--- config.mk ---
export PLATFORM = sky130hd
export DESIGN_NAME = wb_arbiter
export DESIGN_NICKNAME = d
export VERILOG_FILES = /design/src/rtl/wb_arbiter.sv
export SDC_FILE = /design/constraint.sdc
export NUM_CORES = 1
export LEC_CHECK = 0
export BUFFER_PORTS_ARGS = -buffer_cell sky130_fd_sc_hd__buf_2
export CORE_MARGIN = 1.5
export CORE_UTILIZATION = 57
export CTS_BUF_LIST = sky130_fd_sc_hd__clkbuf_16
export DETAILED_ROUTE_END_ITERATION = 8
export PLACE_DENSITY = 0.85
export SLEW_MARGIN = 20
export SYNTH_ARGS = -nofsm -noshare
export SYNTH_HDL_FRONTEND = slang
export SYNTH_SLANG_ARGS = --single-unit
--- constraint.sdc ---
create_clock -name clk -period 6.34 [get_ports clk]
set_clock_uncertainty 0.15 [all_clocks]
set_input_delay 0.634 -clock clk [delete_from_list [all_inputs] [get_ports clk]]
set_output_delay 0.634 -clock clk [all_outputs]
set_load 0.01 [all_outputs]
--- src/rtl/wb_arbiter.sv ---
// Register-file write-port arbiter: pipeline writeback has priority, multi-cycle
// results use valid/ready with a one-entry holding buffer, plus a busy-bit scoreboard.
module wb_arbiter #(
   parameter int unsigned MAX_WAIT = 4
) (
   input  logic        clk,
   input  logic        rst,
   input  logic        pipe_wen_i,
   input  logic [4:0]  pipe_waddr_i,
   input  logic [31:0] pipe_wdata_i,
   input  logic        mc_valid_i,
   input  logic [4:0]  mc_waddr_i,
   input  logic [31:0] mc_wdata_i,
   output logic        mc_ready_o,
   input  logic        mc_issue_i,
   input  logic [4:0]  mc_issue_rd_i,
   input  logic [4:0]  rs1_i,
   input  logic [4:0]  rs2_i,
   input  logic [4:0]  rd_i,
   output logic        stall_o,
   output logic        reg_wen_o,
   output logic [4:0]  reg_waddr_o,
   output logic [31:0] reg_wdata_o
);

   localparam logic [7:0] MaxWait = 8'(MAX_WAIT);

   logic        hold_valid_q, hold_valid_d;
   logic [4:0]  hold_addr_q;
   logic [31:0] hold_data_q;
   logic [7:0]  age_q, age_d;
   logic [31:0] busy_q, busy_d;

   logic pipe_w;
   logic handshake;
   logic capture;
   logic drain;
   logic mc_direct;
   logic commit;
   logic [4:0] commit_addr;
   logic dep_stall;
   logic wait_stall;

   assign pipe_w     = pipe_wen_i & (pipe_waddr_i != 5'd0);
   assign mc_ready_o = rst & ~hold_valid_q;
   assign handshake  = mc_valid_i & mc_ready_o;

   // A handshake implies an empty buffer, so capture and drain are exclusive.
   assign capture   = handshake & pipe_w & (mc_waddr_i != 5'd0);
   assign drain     = hold_valid_q & ~pipe_w;
   assign mc_direct = handshake & ~pipe_w & (mc_waddr_i != 5'd0);

   assign commit      = drain | mc_direct;
   assign commit_addr = drain ? hold_addr_q : mc_waddr_i;

   always_comb begin
      reg_wen_o   = 1'b0;
      reg_waddr_o = 5'd0;
      reg_wdata_o = 32'd0;
      if (rst) begin
         if (pipe_w) begin
            reg_wen_o   = 1'b1;
            reg_waddr_o = pipe_waddr_i;
            reg_wdata_o = pipe_wdata_i;
         end else if (hold_valid_q) begin
            reg_wen_o   = 1'b1;
            reg_waddr_o = hold_addr_q;
            reg_wdata_o = hold_data_q;
         end else if (mc_direct) begin
            reg_wen_o   = 1'b1;
            reg_waddr_o = mc_waddr_i;
            reg_wdata_o = mc_wdata_i;
         end
      end
   end

   always_comb begin
      hold_valid_d = hold_valid_q;
      if (capture) begin
         hold_valid_d = 1'b1;
      end else if (drain) begin
         hold_valid_d = 1'b0;
      end
   end

   always_comb begin
      age_d = age_q;
      if (!hold_valid_q || drain) begin
         age_d = 8'd0;
      end else if (age_q != 8'hFF) begin
         age_d = age_q + 8'd1;
      end
   end

   // Clear before set so a same-cycle issue to the committing register stays busy.
   always_comb begin
      busy_d = busy_q;
      if (commit) begin
         busy_d[commit_addr] = 1'b0;
      end
      if (mc_issue_i && (mc_issue_rd_i != 5'd0)) begin
         busy_d[mc_issue_rd_i] = 1'b1;
      end
      busy_d[0] = 1'b0;
   end

   assign dep_stall  = busy_q[rs1_i] | busy_q[rs2_i] | busy_q[rd_i];
   assign wait_stall = hold_valid_q & (age_q >= MaxWait);
   assign stall_o    = rst & (dep_stall | wait_stall);

   // NOTE: sequential state uses non-blocking assignments so every register
   // samples the pre-edge values of the others.
   always_ff @(posedge clk or negedge rst) begin
      if (!rst) begin
         hold_valid_q <= 1'b0;
         age_q        <= 8'd0;
         busy_q       <= 32'd0;
      end else begin
         hold_valid_q <= hold_valid_d;
         age_q        <= age_d;
         busy_q       <= busy_d;
      end
   end

   // NOTE: the held address/data are qualified by hold_valid_q, so they need
   // no reset and are simply loaded on capture.
   always_ff @(posedge clk) begin
      if (capture) begin
         hold_addr_q <= mc_waddr_i;
         hold_data_q <= mc_wdata_i;
      end
   end

endmodule

Word-level counts from Yosys, hierarchy flattened
Index checks and enable logic that the tools add are counted.
{ "word_totals": {"regBits": 77, "inputBits": 99, "wordCells": 73} }
{ "op_classes": {"addsub": 1, "n_lt_le_gt_ge": 8, "eq_ne": 1, "muxes": 29, "bitwise_logic": 19, "n_reduce_logical": 10} }
{ "op_table": {"columns": ["cell", "count"], "rows": [
  ["32-bit two-way mux", 6],
  ["32-bit AND", 1],
  ["32-bit inverter", 1],
  ["32-bit bitwise OR", 1],
  ["5-bit by 6-bit < comparator with 1-bit output (second input constant)", 5],
  ["5-bit two-way mux", 5],
  ["8-bit two-way mux", 2],
  ["1-bit binary-select mux with 5-bit select", 3],
  ["5-bit nonzero test", 3],
  ["1-bit two-way mux", 11],
  ["1-bit AND", 10],
  ["1-bit demux with 5-bit select", 2],
  ["5-bit by 1-bit greater-or-equal comparator with 1-bit output (second input constant)", 2],
  ["8-bit by 1-bit adder with 8-bit output (second input constant)", 1],
  ["8-bit by 3-bit greater-or-equal comparator with 1-bit output (second input constant)", 1],
  ["8-bit != test (second input constant)", 1],
  ["1-bit bitwise OR", 4],
  ["2-bit nonzero test", 2],
  ["1-bit logical AND", 3],
  ["1-bit inverter", 2],
  ["1-bit logical NOT", 1],
  ["1-bit logical OR", 1]
]} }

Depth between registers and ports, before layout
Gate-level depths: netlist of run 1.
{ "depth": {"ltp_word": 14, "depth_mapped": 7, "mapped_depth_nobuf": 6} }

Worst setup path before layout of run 1
Ideal clock, no wire load.
{ "synth_timing": {"path_kind": "input -> output", "start": "input pipe_waddr_i[1]", "end": "output reg_wdata_o[10]", "t_arrival_ns": 2.134, "required_ns": 5.556, "path_slack_ns": 3.422, "path_stages": 6, "n_path_buf": 2, "path_cell_list": "or2_1 o41ai_4 buf_2 buf_2 nor2_1 nor3b_1"} }
{ "synth_via": {"elab_chain_len": 9} }
{ "synth_rtl": {"columns": ["item", "line_no", "text"], "rows": [
  ["start, declared", "9", "input logic [4:0] pipe_waddr_i,"],
  ["5-bit nonzero test (*)", "44", "assign pipe_w = pipe_wen_i & (pipe_waddr_i != 5'd0);"],
  ["1-bit AND (*)", "44", null],
  ["1-bit inverter", "51", "assign mc_direct = handshake & ~pipe_w & (mc_waddr_i != 5'd0);"],
  ["1-bit AND (2 in a row)", "51", null],
  ["32-bit two-way mux", "69", "end else if (mc_direct) begin"],
  ["32-bit two-way mux", "65", "end else if (hold_valid_q) begin"],
  ["32-bit two-way mux (*)", "61", "if (pipe_w) begin"],
  ["32-bit two-way mux (*)", "60", "if (rst) begin"],
  ["end, declared", "23", "output logic [31:0] reg_wdata_o"]
]} }
Every way passes the cells marked *; elsewhere a longest branch is shown, timed or not.

Final worst setup path of run 1
{ "layout_timing": {"start": "input pipe_waddr_i[1]", "end": "output reg_wdata_o[7]"} }
The elaborated chain is that of the path after synthesis.

==> metrics.yaml, run 1 <==
dr_wl_met2_mm: 6.85
grt_max_degree: 80
synth-compound-area-share: 0.203
rsz0062_at_grt: "no"
synth_top_family_by_area: "compound AO/OA/AOI/OAI gates"
postCtsHoldBufs: 0
max_cap_viol_count: 0
critical_path.max_fanout: 27
route.detailed.wl_per_inst_um: 20.2
yosys.area_share.simple: 0.181
power.density_nw_per_um2: 253
topRoutingLayerUsed: "met4"
syn_area_um2: 4760
min_period_ns: 3.63
drt_wl_total_mm: 13.8
htreeDepth: 3
drt_iter0_drc: 480
fillers: 577
place_area_um2: 5480
worstPathRequired_ns: 5.56
io_pins: 139
cts_resized: 0
drt-met1-wl_mm: 5.42
drt_pass1_iterations: 5
crit_path_end: "reg_wdata_o[7]"
slew_violations: 0
synth_top_area_cell: "edfxtp_1"
synth_fa_ha_area_frac: 0.00525
drc: 0
finalHoldViolCount: 0
synthArstFlopShare: 0.519
startpoint: "pipe_waddr_i[1]"
start_util: 0.586
cts_root_buf: "clkbuf_16"
cts_tree: "built"
synth_mux_area_frac: 0.122
finalPower_uw: 1450
arrival_ns: 2.85
viasPerCell: 6.65
cts_buffers: 9
place_congestion: 0.840
setup_violations: 0
syn_inst: 447
via_count: 4532
grt_pass1_wl_mm: 21.2
syn_avg_cell_area_um2: 10.7
final_common_cell: "buf_2"
clockBufferDepth: 2
die_x_um: 94.4
synth_xor_area_frac: 0.00735
ys_warn_count: 0
hold_path_class: "in2reg"
diodes: 0
portBuffers: 138
synthTopCellsByArea: "edfxtp_1 (23%), dfrtp_1 (21%), a221oi_1 (7.2%)"
clk_pin_slew_ns: 0.06
dieArea_um2: 8910
startpoint_type: "primary input"
num_rows: 33
die_h_um: 94.4
antenna_found_initial: 0
multiInputGateArea_um2: 2470
grt.overflow.total: 0
synthToLayoutAreaGrowth_pct: 20.6
yosysSeqAreaShare: 0.443
synth_top_area_frac: 0.233
period_share: 0.573
wl_met3_mm: 1.10
irDropWorstVdd_v: 0.000151
grt_util_all_layers: 0.314
grt_pass1_vias: 4294
worstSetupEndpointType: "output pin"
worstSetupPathType: "in2out"
fin_area_um2: 5750
relSlewSlack: 0.281
p_leak_uw: 0.00234
core_area_um2: 8130
mostFrequentLayoutCells: "buf_2 (138), o21ai_0 (59), nor2_1 (52)"
cts_sinks: 77
clk_latency_ns: 0.33
fmax_mhz: 275
worst_pin_slew_ns: 1.08
seqCellArea_um2: 2110
syn-num-nets: 548
reg2reg_depth: 5
r2r-start: "hold_valid_q"
dp_hpwl_mm: 9.85
nets: 673
synth-edff-count: 37
synth_seq_cells: 77
ys_dominant_reg_cell: "dfrtp_1"
post-cts-setup-buffers: 0
drive_above_1_share: 0.321
r2r_end: "hold_data_q[1]"
r2r_setup_slack_ns: 3.33
status: "finished clean"
finalSetupTns_ns: 0
yosysUniqueCellTypes: 54
final_antenna_net_count: 0
==> cells by family after synthesis <==
family	count (synthesis)
compound gates	139
simple gates	151
flops	77
mux	35
buf+inv	39
xor+xnor	4
fa+ha+maj	2
==> area by class of cell <==
class / count / share of cell area
multi-input combinational: 331 / 0.430
inverter: 9 / 0.00588
clock buffer: 9 / 0.0392
timing repair buffer: 144 / 0.128
clock inverter: 7 / 0.00697
tap: 105 / 0.0229
sequential: 77 / 0.368
==> flip-flops by register name, summed over array words and instances (netlist names) <==
signal,flops
hold_data_q,32
age_q,8
hold_valid_q,1
busy_q,31
hold_addr_q,5
==> routing by layer <==
metal | global-route usage | vias up
met5 | 0 | -
met2 | 0.516 | 255
met4 | 0.143 | 0
met1 | 0.401 | 2200
li1 | - | 2033
met3 | 0.0668 | 44
==> Yosys cell counts (6+ instances only) <==
library cell,n
a21oi_1,6
mux2_2,6
nor3b_1,37
mux4_1,6
nand2_1,10
mux2i_1,13
mux4_2,10
o21ai_0,59
nand3b_1,6
nor2b_1,7
nor2_1,52
clkbuf_1,14
o31ai_1,7
buf_2,12
nand3_1,10
inv_1,9
edfxtp_1,37
a221oi_1,39
dfrtp_1,40
==> where the power goes <==
group	leakage (uW)	internal, uW	switching, uW
Sequential	0.000827	588	66.0
Combinational	0.00137	163	173
Clock	0.000136	262	200
Total	0.00234	1010	439
==> critical path, stage by stage <==
cell and delay [ns]:
buf_2 0.11, or2_1 0.29, o41ai_4 0.87, buf_4 0.44
nor2_1 0.07, nor3b_1 0.24, buf_2 0.18
==> through the flow <==
stage,hold slack [ns],utilization,worst slack (ns),cells
2_1_floorplan,0.188,-,3.42,447
3_3_place_gp,0.381,0.674,2.92,666
3_5_place_dp,0.402,0.674,2.78,666
4_1_cts,0.326,0.707,2.75,682
5_1_grt,0.330,0.707,2.58,682
6_report,0.338,0.707,2.71,682
==> worst min path at each step <==
stage                    from               to  slack [ns]  depth (start not counted)
3_3_place_gp       busy_q[27]       busy_q[27]        0.38                          2
2_1_floorplan             rst         age_q[0]        0.19                          0
6_report       mc_wdata_i[29]  hold_data_q[29]        0.34                          1
5_1_grt        mc_wdata_i[17]  hold_data_q[17]        0.33                          1
3_5_place_dp         age_q[5]         age_q[5]        0.40                          2
4_1_cts        mc_wdata_i[17]  hold_data_q[17]        0.33                          1
No activity file was read; power rests on OpenSTA's default activity.
==> inputs of run 2 (changes only) <==
--- a/config.mk
+++ b/config.mk
@@ -5,12 +5,13 @@
 export SDC_FILE = /design/constraint.sdc
 export NUM_CORES = 1
 export LEC_CHECK = 0
+export ABC_AREA = 1
 export BUFFER_PORTS_ARGS = -buffer_cell sky130_fd_sc_hd__buf_2
 export CORE_MARGIN = 1.5
-export CORE_UTILIZATION = 57
+export CORE_UTILIZATION = 53
 export CTS_BUF_LIST = sky130_fd_sc_hd__clkbuf_16
 export DETAILED_ROUTE_END_ITERATION = 8
-export PLACE_DENSITY = 0.85
+export PLACE_DENSITY = 0.79
 export SLEW_MARGIN = 20
 export SYNTH_ARGS = -nofsm -noshare
 export SYNTH_HDL_FRONTEND = slang
==> constraint.sdc (replaced) <==
create_clock -name clk -period 3.55 [get_ports clk]
set_clock_uncertainty 0.15 [all_clocks]
set_input_delay 0.355 -clock clk [delete_from_list [all_inputs] [get_ports clk]]
set_output_delay 0.355 -clock clk [all_outputs]
set_load 0.01 [all_outputs]
==> run 2 against run 1 <==
Net effect:
- hold slack got worse by 0.27 ns
- core utilization decreased by 4.9 points
- synthesized area increased by 5.1%
- power increased by 81%
- combinational power increased by 92%
- sequential share of layout area decreased by 1.8 points
- sequential power increased by 73%
- global-route usage decreased by 0.20 points
==> metrics.yaml, run 2 <==
dp_slack_ns: 1.10
synth-compound-area-share: 0.0845
r2r_setup_slack_ns: 1.32
p_leak_uw: 0.00296
ys_dominant_reg_cell: "dfrtp_1"
core_area_um2: 9200
clk_pin_slew_ns: 0.07
worstSetupEndpointType: "output pin"
syn_inst: 728
worstPathRequired_ns: 3.04
final_antenna_net_count: 0
reg2reg_depth: 4
relSlewSlack: 0.275
irDropWorstVdd_v: 0.000259
finalHoldViolCount: 0
reg_top3: "hold_data_q x32, busy_q x31, age_q x8"
drc: 0
synth_top_family_by_area: "simple AND/OR/NAND/NOR gates"
synth_top_area_frac: 0.265
grt.overflow.total: 0
syn_avg_cell_area_um2: 6.87
post-cts-setup-buffers: 0
synth_mux_area_frac: 0
power.density_nw_per_um2: 436
grt_pass1_vias: 5363
largest-register: "hold_data_q"
io_pins: 139
r2r-start: "hold_valid_q"
cts_resized: 0
grt_max_degree: 39
cts_root_buf: "clkbuf_16"
ys_top_cells_by_count: "nand2_1 (353), nand3_1 (76), inv_1 (68)"
startpoint_type: "primary input"
final_common_cell: "nand2_1"
synthArstFlopShare: 0.519
finalSetupTns_ns: 0
min_period_ns: 3.02
rsz0062_at_grt: "no"
fin_ws_ns: 0.533
hold_path_class: "in2reg"
antenna_found_initial: 0
yosys.area_share.simple: 0.407
ys_warn_count: 0
synthTopCellsByArea: "nand2_1 (26%), edfxtp_1 (22%), dfrtp_1 (20%)"
status: "finished clean"
via_count: 5322
max_cap_viol_count: 0
viasPerCell: 5.48
start_util: 0.544
fmax_mhz: 331
portBuffers: 138
htreeDepth: 3
place_congestion: 0.995
route.detailed.wl_per_inst_um: 15.3
grt_pass1_wl_mm: 24.8
die_h_um: 100
holdCritStartpoint: "mc_wdata_i[23]"
syn_area_um2: 5000
drt_wl_total_mm: 14.9
drt_pass1_iterations: 5
dieArea_um2: 10000
yosysUniqueCellTypes: 35
diodes: 0
postCtsHoldBufs: 1
setup_violations: 0
syn-num-nets: 829
period_share: 0.850
synth-edff-count: 37
worst_pin_slew_ns: 1.08
cts_tree: "built"
yosysSeqAreaShare: 0.422
drive_above_1_share: 0.216
dp_hpwl_mm: 11.2
synth_top_area_cell: "nand2_1"
yosysMostFrequentCell: "nand2_1"
grt_util_all_layers: 0.312
synth_seq_cells: 77
cts_sinks: 77
synth_fa_ha_area_frac: 0.00500
synth_xor_area_frac: 0.00175
largest_reg_flops: 32
clockBufferDepth: 2
num_rows: 35
mostFrequentLayoutCells: "nand2_1 (353), buf_2 (138), nand3_1 (76)"
cts_buffers: 9
whs_path_depth: 1
nets: 957
synthToLayoutAreaGrowth_pct: 20.8
drt_iter0_drc: 388
r2r_end: "hold_data_q[7]"
clk_latency_ns: 0.33
min_to: "hold_data_q[23]"
slew_violations: 0
arrival_ns: 2.51
worstSetupPathType: "in2out"
die_x_um: 100
critical_path.max_fanout: 35
[run 2: changes by cell type in the layout (fill, tap and decap cells not counted), sizes merged, moves of 7 or more]
cell	delta
a221oi	-39
mux2i	-13
mux4	-16
nor2b	-7
inv	+64
nand3	+67
nor3	+8
nor2	-22
nand2	+351
a31oi	+34
nor3b	-37
o21ai	-47
[run 2: power breakdown]
group | internal, uW | leakage [uW] | switching, uW | total (uW)
clock network | 477 | 0.000135 | 383 | 860
registers | 1050 | 0.000827 | 79.1 | 1130
logic | 220 | 0.00200 | 425 | 645
[run 2: final cells by class]
type / count / area, um^2
fillers: 852 / 3150
inverters: 75 / 297
well taps: 111 / 139
clock buffers: 9 / 225
clock inverters: 7 / 52.6
flip-flops and latches: 77 / 2110
multi-input cells: 551 / 2500
repair buffers: 142 / 723
[run 2: routing by layer]
metal	vias up	track usage	share of wire
li1	2599	-	-
met1	2424	0.391	0.40
met5	-	0	0
met3	34	0.0613	0.085
met4	0	0.109	0.021
met2	265	0.540	0.49
[run 2: through the flow]
stage	instance area, um^2	std cells	hold WS [ns]	total power, uW	util
4_1_cts	6050	972	0.0575	2630	0.658
3_3_place_gp	5760	955	0.0493	1760	0.626
3_5_place_dp	5760	955	0.0523	1780	0.626
2_1_floorplan	5000	728	-0.0906	1530	-
6_report	6050	972	0.0646	2630	0.658
5_1_grt	6050	972	0.0522	2780	0.658
[run 2: logic make-up (layout without fill, tap and decap cells)]
logic type	count (synthesis)	in the layout
flops	77	77
simple gates	483	483
fa+ha+maj	2	2
xor+xnor	1	1
compound gates	65	65
buf+inv	100	233
[run 2: worst max path at each step]
stage,startpoint,to
after floorplan,hold_valid_q,hold_addr_q[0]
after global placement,hold_valid_q,reg_waddr_o[2]
after detailed placement,hold_valid_q,reg_waddr_o[2]
after CTS,rst,reg_wdata_o[8]
after global routing,rst,reg_waddr_o[2]
final,rst,reg_waddr_o[2]
[run 2: worst max-delay path, cell delays in order]
cell           delay, ns
dlygate4sd3_1       0.51
buf_2               0.23
and3_1              0.20
nand2_2             0.10
inv_2               0.08
nand2_2             0.06
inv_2               0.44
nand2_1             0.11
a31oi_1             0.22
buf_2               0.18
==> inputs of run 3 (changes only) <==
--- a/config.mk
+++ b/config.mk
@@ -8,10 +8,10 @@
 export ABC_AREA = 1
 export BUFFER_PORTS_ARGS = -buffer_cell sky130_fd_sc_hd__buf_2
 export CORE_MARGIN = 1.5
-export CORE_UTILIZATION = 53
+export CORE_UTILIZATION = 48
 export CTS_BUF_LIST = sky130_fd_sc_hd__clkbuf_16
 export DETAILED_ROUTE_END_ITERATION = 8
-export PLACE_DENSITY = 0.79
+export PLACE_DENSITY = 0.75
 export SLEW_MARGIN = 20
 export SYNTH_ARGS = -nofsm -noshare
 export SYNTH_HDL_FRONTEND = slang
==> constraint.sdc (replaced) <==
create_clock -name clk -period 2.72 [get_ports clk]
set_clock_uncertainty 0.15 [all_clocks]
set_input_delay 0.272 -clock clk [delete_from_list [all_inputs] [get_ports clk]]
set_output_delay 0.272 -clock clk [all_outputs]
set_load 0.01 [all_outputs]
==> run 3 against run 2 <==
Net effect:
- combinational power is 37% higher
- sequential share of layout area is 2.2 points lower
- first-iteration DRC count is 13% higher
- count of clock-buffer cells in the layout stayed put
- critical endpoint is now reg_wdata_o[12]
==> metrics.yaml, run 3 (synthesis gave the netlist of run 2 again) <==
drt_pass1_iterations: 5
die_h_um: 105
portBuffers: 138
period_share: 0.941
drt_iter0_drc: 438
dp_hpwl_mm: 11.0
htreeDepth: 3
viasPerCell: 5.31
worst_pin_slew_ns: 0.867
worstSetupEndpointType: "output pin"
p_sw_uw: 1140
grt_util_all_layers: 0.285
finalHoldViolCount: 0
diodes: 0
cts_tree: "built"
finalSetupTns_ns: 0
io_pins: 139
finalNonFillerCells: 1036
worstSetupPathType: "in2out"
p_clk_frac: 0.318
power_frac_seq: 0.426
grt_pass1_vias: 5271
irDropWorstVdd_v: 0.000372
p_sw_frac: 0.329
arrival_ns: 2.14
intPower_uw: 2310
nets: 996
dp.cells: 984
setup_violations: 0
grt.overflow.total: 0
p_leak_uw: 0.00312
via_count: 5504
startpoint_type: "primary input"
relSlewSlack: 0.418
place_area_um2: 5820
cts_buffers: 9
drc: 0
mostFrequentLayoutCells: "nand2_1 (353), buf_2 (138), nand3_1 (76)"
antenna_found_initial: 0
reg_top3: "hold_data_q x32, busy_q x31, age_q x8"
clk_pin_slew_ns: 0.06
start_util: 0.489
final_common_cell: "nand2_1"
dieArea_um2: 11000
status: "finished clean"
fin_area_um2: 6460
grt_max_degree: 39
hold_path_class: "in2reg"
place_congestion: 0.900
fin_util: 0.631
rsz0062_at_grt: "no"
drive_above_1_share: 0.211
final_antenna_net_count: 0
min_period_ns: 2.56
cts_sinks: 77
clk_latency_ns: 0.33
slew_violations: 0
synthToLayoutAreaGrowth_pct: 29.1
grt_pass1_wl_mm: 25.2
fmax_mhz: 391
num_rows: 37
critical_path.max_fanout: 35
power.density_nw_per_um2: 534
largest-register: "hold_data_q"
drt_wl_total_mm: 15.3
clockBufferDepth: 2
largest_reg_flops: 32
max_cap_viol_count: 0
route.detailed.wl_per_inst_um: 14.8
core_area_um2: 10200
die_x_um: 105
p_comb_frac: 0.256
cts_root_buf: "clkbuf_16"
worstPathRequired_ns: 2.30
[run 3: final timing paths]
| path | start | to | slack, ns | depth (start not counted) |
|---|---|---|---|---|
| setup / recovery | mc_waddr_i[2] | reg_wdata_o[12] | 0.16 | 11 |
| hold / removal | mc_waddr_i[4] | hold_addr_q[4] | 0.02 | 1 |
| setup reg to reg | hold_valid_q | busy_q[20] | 0.74 | 11 |
| hold reg to reg | busy_q[12] | busy_q[12] | 0.32 | 2 |
| max in group asynchronous | rst | busy_q[14] | 1.65 | 3 |
| min in group asynchronous | rst | age_q[3] | 0.31 | 2 |
[run 3: stage by stage]
stage,power [uW],worst slack (ns),hold slack (ns)
after floorplan,2000,0.414,-0.174
after global placement,2290,0.487,-0.00976
after detailed placement,2310,0.444,-0.00561
after CTS,3450,0.00162,0.00226
after global routing,3640,0.0217,0.00317
final,3450,0.161,0.0160
[run 3: area by class of cell]
class	instances	area [um^2]
tap	136	170
clock inverter	7	50.0
sequential	77	2110
clock buffer	9	225
fill	883	3770
inverter	75	299
timing repair buffer	181	1100
multi-input combinational	551	2500
[run 3: what timing repair did]
| item | CTS | global route |
|---|---|---|
| hold buffers | 36 | 0 |
| setup buffers | 0 | 0 |
| endpoints found under the setup margin | 0 | 35 |
| endpoints found under the hold margin | 40 | 0 |
| resized for setup | 0 | 2 |
[run 3: metal layers]
layer | part of all wire | track usage | vias up
met2 | 0.49 | 0.485 | 276
met5 | 0 | 0 | -
met4 | 0.021 | 0.104 | 0
li1 | - | - | 2684
met1 | 0.41 | 0.355 | 2511
met3 | 0.071 | 0.0618 | 33
[run 3: power by group through the flow]
stage | Combinational, uW | Clock, uW | Sequential [uW]
detailed placement | 825 | 0 | 1490
CTS | 869 | 1110 | 1470
floorplan | 550 | 0 | 1450
global placement | 808 | 0 | 1480
finish | 883 | 1100 | 1470
global route | 992 | 1160 | 1480
[run 3: critical path, cell delays in order]
cell           delay, ns
dlygate4sd3_1       0.54
buf_2               0.13
inv_1               0.07
nand4_1             0.12
nand2_2             0.10
inv_2               0.07
nand2_2             0.07
inv_4               0.27
nand2_1             0.12
a31oi_1             0.18
buf_2               0.16
